### src/rtl/emulib_rammodel_pkg.sv
// emulib_rammodel_pkg: shared sizing helpers and the delayed-release entry layout.
package emulib_rammodel_pkg;
  function automatic int clog2(input int v);
    int r = 0;
    for (int i = 0; i < 31; i++) if ((1 << i) < v) r = i + 1;
    return r;
  endfunction
  function automatic int cnt_w(input int r, input int w);
    int m = r > w ? r : w;
    return clog2(m) < 1 ? 1 : clog2(m);
  endfunction
  localparam int ID_WIDTH_DEF = 4;
  localparam int R_DELAY_DEF = 25;
  localparam int W_DELAY_DEF = 3;
  localparam int CNT_W = cnt_w(R_DELAY_DEF, W_DELAY_DEF);
  typedef struct packed {
    logic [ID_WIDTH_DEF-1:0] id;
    logic [CNT_W-1:0] cnt;
  } sched_entry_t;
endpackage

### src/rtl/emulib_rammodel_delay_fifo.sv
// emulib_rammodel_delay_fifo: circular FIFO whose entries count down and release in order at zero.
module emulib_rammodel_delay_fifo
  import emulib_rammodel_pkg::*;
#(
  parameter int DEPTH = 8,
  parameter int DELAY = 25,
  parameter int ID_W = 4,
  parameter int CNT_W = 5
) (
  input  logic                  clk,
  input  logic                  rst_n,
  input  logic                  push,
  input  logic [ID_W-1:0]       push_id,
  input  logic                  ready,
  output logic                  valid,
  output logic [ID_W-1:0]       head_id,
  output logic [clog2(DEPTH):0] count
);
  localparam int AW = clog2(DEPTH);
  logic [AW:0] wr, rd;
  logic [ID_W-1:0] ids [DEPTH];
  logic [CNT_W-1:0] cnts [DEPTH];
  logic full, do_push, do_pop;
  assign full = (wr[AW] != rd[AW]) && (wr[AW-1:0] == rd[AW-1:0]);
  assign count = wr - rd;
  assign head_id = ids[rd[AW-1:0]];
  assign valid = (wr != rd) && (cnts[rd[AW-1:0]] == '0);
  assign do_push = push && !full;
  assign do_pop = valid && ready;
  // Stale slots also count down; harmless since a push overwrites the counter.
  always_ff @(posedge clk or negedge rst_n) begin
    if (!rst_n) begin
      wr <= '0;
      rd <= '0;
      for (int i = 0; i < DEPTH; i++) begin
        ids[i] <= '0;
        cnts[i] <= '0;
      end
    end else begin
      for (int i = 0; i < DEPTH; i++) if (cnts[i] != '0) cnts[i] <= cnts[i] - 1'b1;
      if (do_push) begin
        ids[wr[AW-1:0]] <= push_id;
        cnts[wr[AW-1:0]] <= CNT_W'(DELAY - 1);
        wr <= wr + 1'b1;
      end
      if (do_pop) rd <= rd + 1'b1;
    end
  end
endmodule

### src/rtl/emulib_rammodel_timing_sched.sv
// emulib_rammodel_timing_sched: admits AR/AW, pairs AW with W-last, releases rreq/breq after fixed delays.
module emulib_rammodel_timing_sched
  import emulib_rammodel_pkg::*;
#(
  parameter int ID_WIDTH = 4,
  parameter int MAX_INFLIGHT = 8,
  parameter int R_DELAY = 25,
  parameter int W_DELAY = 3
) (
  input  logic                         clk,
  input  logic                         rst_n,
  input  logic                         ar_fire,
  input  logic [ID_WIDTH-1:0]          ar_id,
  output logic                         ar_allow,
  input  logic                         aw_fire,
  input  logic [ID_WIDTH-1:0]          aw_id,
  output logic                         aw_allow,
  input  logic                         wlast_fire,
  output logic                         rreq_valid,
  output logic [ID_WIDTH-1:0]          rreq_id,
  input  logic                         rreq_ready,
  output logic                         breq_valid,
  output logic [ID_WIDTH-1:0]          breq_id,
  input  logic                         breq_ready,
  output logic [clog2(MAX_INFLIGHT):0] r_inflight,
  output logic [clog2(MAX_INFLIGHT):0] w_inflight,
  output logic                         err_wlast
);
  localparam int AW = clog2(MAX_INFLIGHT);
  localparam int CW = cnt_w(R_DELAY, W_DELAY);
  localparam logic [AW:0] MAXV = (AW + 1)'(MAX_INFLIGHT);
  logic [AW:0] aw_wr, aw_rd, awq_count, b_count, wl_cnt;
  logic [ID_WIDTH-1:0] aw_ids [MAX_INFLIGHT];
  logic pair, wl_sat;
  assign awq_count = aw_wr - aw_rd;
  assign w_inflight = awq_count + b_count;
  assign ar_allow = r_inflight < MAXV;
  assign aw_allow = w_inflight < MAXV;
  assign wl_sat = wl_cnt == MAXV;
  // No bypass: an AW is only pairable once it sits in the AWQ.
  assign pair = (aw_wr != aw_rd) && (wl_cnt != '0 || wlast_fire);
  always_ff @(posedge clk or negedge rst_n) begin
    if (!rst_n) begin
      aw_wr <= '0;
      aw_rd <= '0;
      wl_cnt <= '0;
      err_wlast <= 1'b0;
      for (int i = 0; i < MAX_INFLIGHT; i++) aw_ids[i] <= '0;
    end else begin
      if (aw_fire && aw_allow) begin
        aw_ids[aw_wr[AW-1:0]] <= aw_id;
        aw_wr <= aw_wr + 1'b1;
      end
      if (pair) aw_rd <= aw_rd + 1'b1;
      wl_cnt <= wl_cnt + (AW + 1)'(wlast_fire && !wl_sat) - (AW + 1)'(pair);
      if (wlast_fire && wl_sat) err_wlast <= 1'b1;
    end
  end
  emulib_rammodel_delay_fifo #(
    .DEPTH(MAX_INFLIGHT), .DELAY(R_DELAY), .ID_W(ID_WIDTH), .CNT_W(CW)
  ) u_rq (
    .clk(clk), .rst_n(rst_n), .push(ar_fire && ar_allow), .push_id(ar_id),
    .ready(rreq_ready), .valid(rreq_valid), .head_id(rreq_id), .count(r_inflight)
  );
  emulib_rammodel_delay_fifo #(
    .DEPTH(MAX_INFLIGHT), .DELAY(W_DELAY), .ID_W(ID_WIDTH), .CNT_W(CW)
  ) u_bq (
    .clk(clk), .rst_n(rst_n), .push(pair), .push_id(aw_ids[aw_rd[AW-1:0]]),
    .ready(breq_ready), .valid(breq_valid), .head_id(breq_id), .count(b_count)
  );
endmodule

### config.mk
export PLATFORM = sky130hd
export DESIGN_NAME = emulib_rammodel_timing_sched
export DESIGN_NICKNAME = d
export VERILOG_FILES = /design/src/rtl/emulib_rammodel_pkg.sv /design/src/rtl/emulib_rammodel_delay_fifo.sv /design/src/rtl/emulib_rammodel_timing_sched.sv
export SDC_FILE = /design/constraint.sdc
export NUM_CORES = 1
export LEC_CHECK = 0
export BUFFER_PORTS_ARGS = -buffer_cell sky130_fd_sc_hd__buf_4
export CAP_MARGIN = 25
export CORE_ASPECT_RATIO = 0.6
export CORE_MARGIN = 2
export CORE_UTILIZATION = 45
export DETAILED_ROUTE_END_ITERATION = 8
export PLACE_DENSITY = 0.68
export SKIP_CTS_REPAIR_TIMING = 1
export SLEW_MARGIN = 10
export SYNTH_ARGS = -nofsm -noshare
export SYNTH_HDL_FRONTEND = slang
export SYNTH_SLANG_ARGS = --single-unit
### constraint.sdc
create_clock -name clk -period 4.1 [get_ports clk]
set_input_delay 0.41 -clock clk [delete_from_list [all_inputs] [get_ports clk]]
set_output_delay 0.41 -clock clk [all_outputs]
set_load 0.1 [all_outputs]
==> metrics.md <==
| Metric | Value |
|---|---|
| Vias in the first global route | 6515 |
| DR WL/cell | 17.11 µm |
| Aggregate global-route resource usage | 0.1834 |
| H-tree levels | 1 |
| Mean area per synthesized cell | 12.02 µm² |
| Cell type with the highest aggregate area in the netlist | sky130_fd_sc_hd__dfrtp_1 |
| Element type at the critical path start | flop |
| Post-synth top flop | sky130_fd_sc_hd__dfrtp_1 |
| Number of max-slew violations in the final report | 0 |
| Die extent in y | 121.9 µm |
| Clock input transition at the sequential cells of the worst setup and hold paths | 0.07 ns |
| Met3 track demand over resource | 0.03638 |
| Post-synthesis instance area | 10430 µm² |
| Portion of the post-synthesis area used by sequential elements | 0.4917 |
| Number of input and output port buffers inserted | 35 |
| CP cell instances | fa_1 -> fa_1 -> inv_1 -> ha_1 -> a21oi_1 -> xnor2_4 -> buf_4 |
| Number of top-level pins | 36 |
| Synthesized net count | 926 |
| Status | finished with violations |
| Yosys warnings | 0 |
| Antenna-violating nets left | 0 |
| Unrepaired setup endpoints after global routing | no |
| Mux contribution to synthesized area | 0.1812 |
| Portion of synthesized cell area occupied by the leading cell type | 0.4917 |
| Pin count of the biggest net entering global routing | 110 |
| Delay contributed by the slowest stage of the critical path | 0.54 ns |
| Area taken by multi-input logic gates | 4954 µm² |
| DRT Wirelength | 21.35 mm |
| Worst path buffer plus inverter count | 2 |
| Master of the slowest instance on the critical path | sky130_fd_sc_hd__dfrtp_1 |
| Total of max-cap violations | 0 |
| EDFF count, synth | 0 |
| Die Area | roughly 24000 µm² |
| Worst reg-to-reg path cell count | 9 |
| Hold Fails Final Rpt | 5 |
| Synth Area in Compound Gates | 0.05949 |
| Number of nets in the layout | 977 |
| Post-Route Setup TNS | 0 ns |
| CP dominant cell by count | sky130_fd_sc_hd__fa_1 |
| Routability-driven placement congestion ratio | approximately 0.82 |
| Tmin final | about 3.8 ns |
| CP arrival | 3.39 ns |
| Remaining Overflow, GRT | 0 |
| Area taken by flip-flops and latches | 5130 µm² |
| Worst-skew pair later-pin latency | ~0.5 ns |
| Slew @ Worst Pin | 0.9816 ns |
| Area share of xor/xnor cells in the synthesized design | 0.06105 |
| Worst clock skew | 0.007750 ns |
| Hold Worst Slack | -0.01579 ns |
| Width of the die | 200.6 µm |
| Global-route met1 utilization | 0.2977 |
| Highest-utilization routing layer at the global route stage | met1 |
| Combinational family with the most area after synthesis | multiplexers |
| Max Freq | 0.2633 GHz |
| Failing checks | hold timing |
| Starting utilization of the core area | 0.4552 |
| Number of cells on the critical path | 7 |
| Final Cycle Share | 0.9262 |
| Met2 Track Usage GR | 0.2498 |
| Vias | approximately 6600 |
| Clock tree from TritonCTS | done |
| Final-report setup violation count | 0 |
| Detailed Routing Iterations Pass 1 | 5 |
| Post-synthesis sequential element count | 205 |
| DRC violation count after routing | 0 |
| Crit Path Class | flop to output pin |
| Adder and majority gate portion of the synthesized area | 0.05733 |
| Cell family with the largest share of critical-path delay | adder cells |
| Relative max-transition margin | 0.3428 |
| Most common library cells after synthesis | sky130_fd_sc_hd__dfrtp_1, sky130_fd_sc_hd__mux2_2, sky130_fd_sc_hd__nand2_1 |
| Type of the tightest min-delay check | primary input to async pin |
| Vias per inst | 5.321 |
| Row cnt | 43 |
| Count of distinct cell types in the synthesized netlist | 57 |
| Number of clock buffers inserted by TritonCTS | 21 |
| Number of sinks handled by clock tree synthesis | around 210 |
| Core box area | 22920 µm² |
| Fraction of the mapped netlist area in simple logic gates | 0.1150 |
| Clock root buffer master | sky130_fd_sc_hd__clkbuf_16 |
| Initial antenna violation count | 0 |
| Count leader, synth | sky130_fd_sc_hd__dfrtp_1 |
| FFs w/ async S/R, synth | 1.000 |
| Synthesized instance count | 868 |
| Largest cells by area after synthesis | sky130_fd_sc_hd__dfrtp_1, sky130_fd_sc_hd__mux2_2, sky130_fd_sc_hd__mux4_2 |
| Wire length of the first global-routing pass | 35.62 mm |
| Maximum number of buffers from clock root to sink | 3 |
| Starting DRC count in detailed routing | 517 |
| Maximum net fanout on the critical path | 8 |
| Nature of the critical path endpoint | output pin |
| Layout overhead on the synthesized area | 13.64% |
| Fill cell instance count of the final layout | 2026 |
| Req. time, crit path | 3.69 ns |
| Fraction of final layout cells sized beyond drive strength 1 | 0.2690 |
| Antenna diode instance count | 0 |
| Detail Placement HPWL | 15.22 mm |
final timing paths:
check	startpoint	end	slack, ns
max	aw_rd[2]	aw_allow	0.30
min	rst_n	u_rq.wr[0]	-0.02
max reg2reg	aw_rd[2]	aw_ids[7]	0.54
min reg2reg	err_wlast	err_wlast	0.47
max in group asynchronous	rst_n	aw_ids[23]	3.16
min in group clk	wlast_fire	err_wlast	0.17
registers in the layout, indices dropped and copies added, names as in the netlist:
register	count
u_bq.cnts	40
u_rq.cnts	40
aw_ids	32
u_bq.ids	32
u_rq.ids	32
aw_rd	4
aw_wr	4
u_bq.rd	4
u_bq.wr	4
u_rq.rd	4
u_rq.wr	4
wl_cnt	4
err_wlast	1
cells by family (layout without fill, tap and decap cells):
kind of cell | after synthesis | after routing
adders and majority gates | 43 | 43
and+or+nand+nor | 242 | 242
DFF | 205 | 205
muxes | 142 | 142
xor gates and xnor gates | 68 | 68
AOI/OAI and AO/OA | 78 | 78
buffers and inverters | 90 | 155
cell type report:
cell class	instances	share of cell area
Tap cell	315	0.03325
Inverter	65	0.02121
Multi-Input combinational cell	573	0.4178
Clock inverter	11	0.009710
Timing Repair Buffer	53	0.03515
Sequential cell	205	0.4327
Clock buffer	26	0.05013
metal layers:
metal / routed length, µm / part of all wire
met5: 0 / 0
met2: 8320 / 0.39
met1: 11730 / 0.55
met3: 983 / 0.046
met4: 317 / 0.015
layout by cell type, fill, tap and decap left out, drive strengths merged, types with 7 or more instances in the layout:
master / n
o21ai: 22
nand3: 8
and3: 8
ha: 35
clkbuf: 27
nor4: 17
xnor2: 63
inv: 64
nand2: 69
fa: 8
and2: 10
nor2: 62
buf: 52
mux2i: 7
mux2: 111
mux4: 24
nor3: 36
clkinv: 9
dfrtp: 205
nor2b: 10
nand4: 7
per-stage QoR:
stage               hold slack [ns]  std cells  cell area [µm²]  utilization  setup WS [ns]
finish                     -0.01579       1248            11860       0.5173         0.3026
global route                0.07015       1248            11860       0.5173         0.1147
CTS                         0.04839       1248            11860       0.5173         0.2569
floorplan                    0.1144        868            10450            -       0.003792
global placement             0.4650       1211            11150       0.4863         0.5739
detailed placement           0.4567       1211            11150       0.4863         0.5328
Power is left out: the tool's default activity adds up to more than one toggle a clock period on the data nets, which glitch-free logic cannot reach.
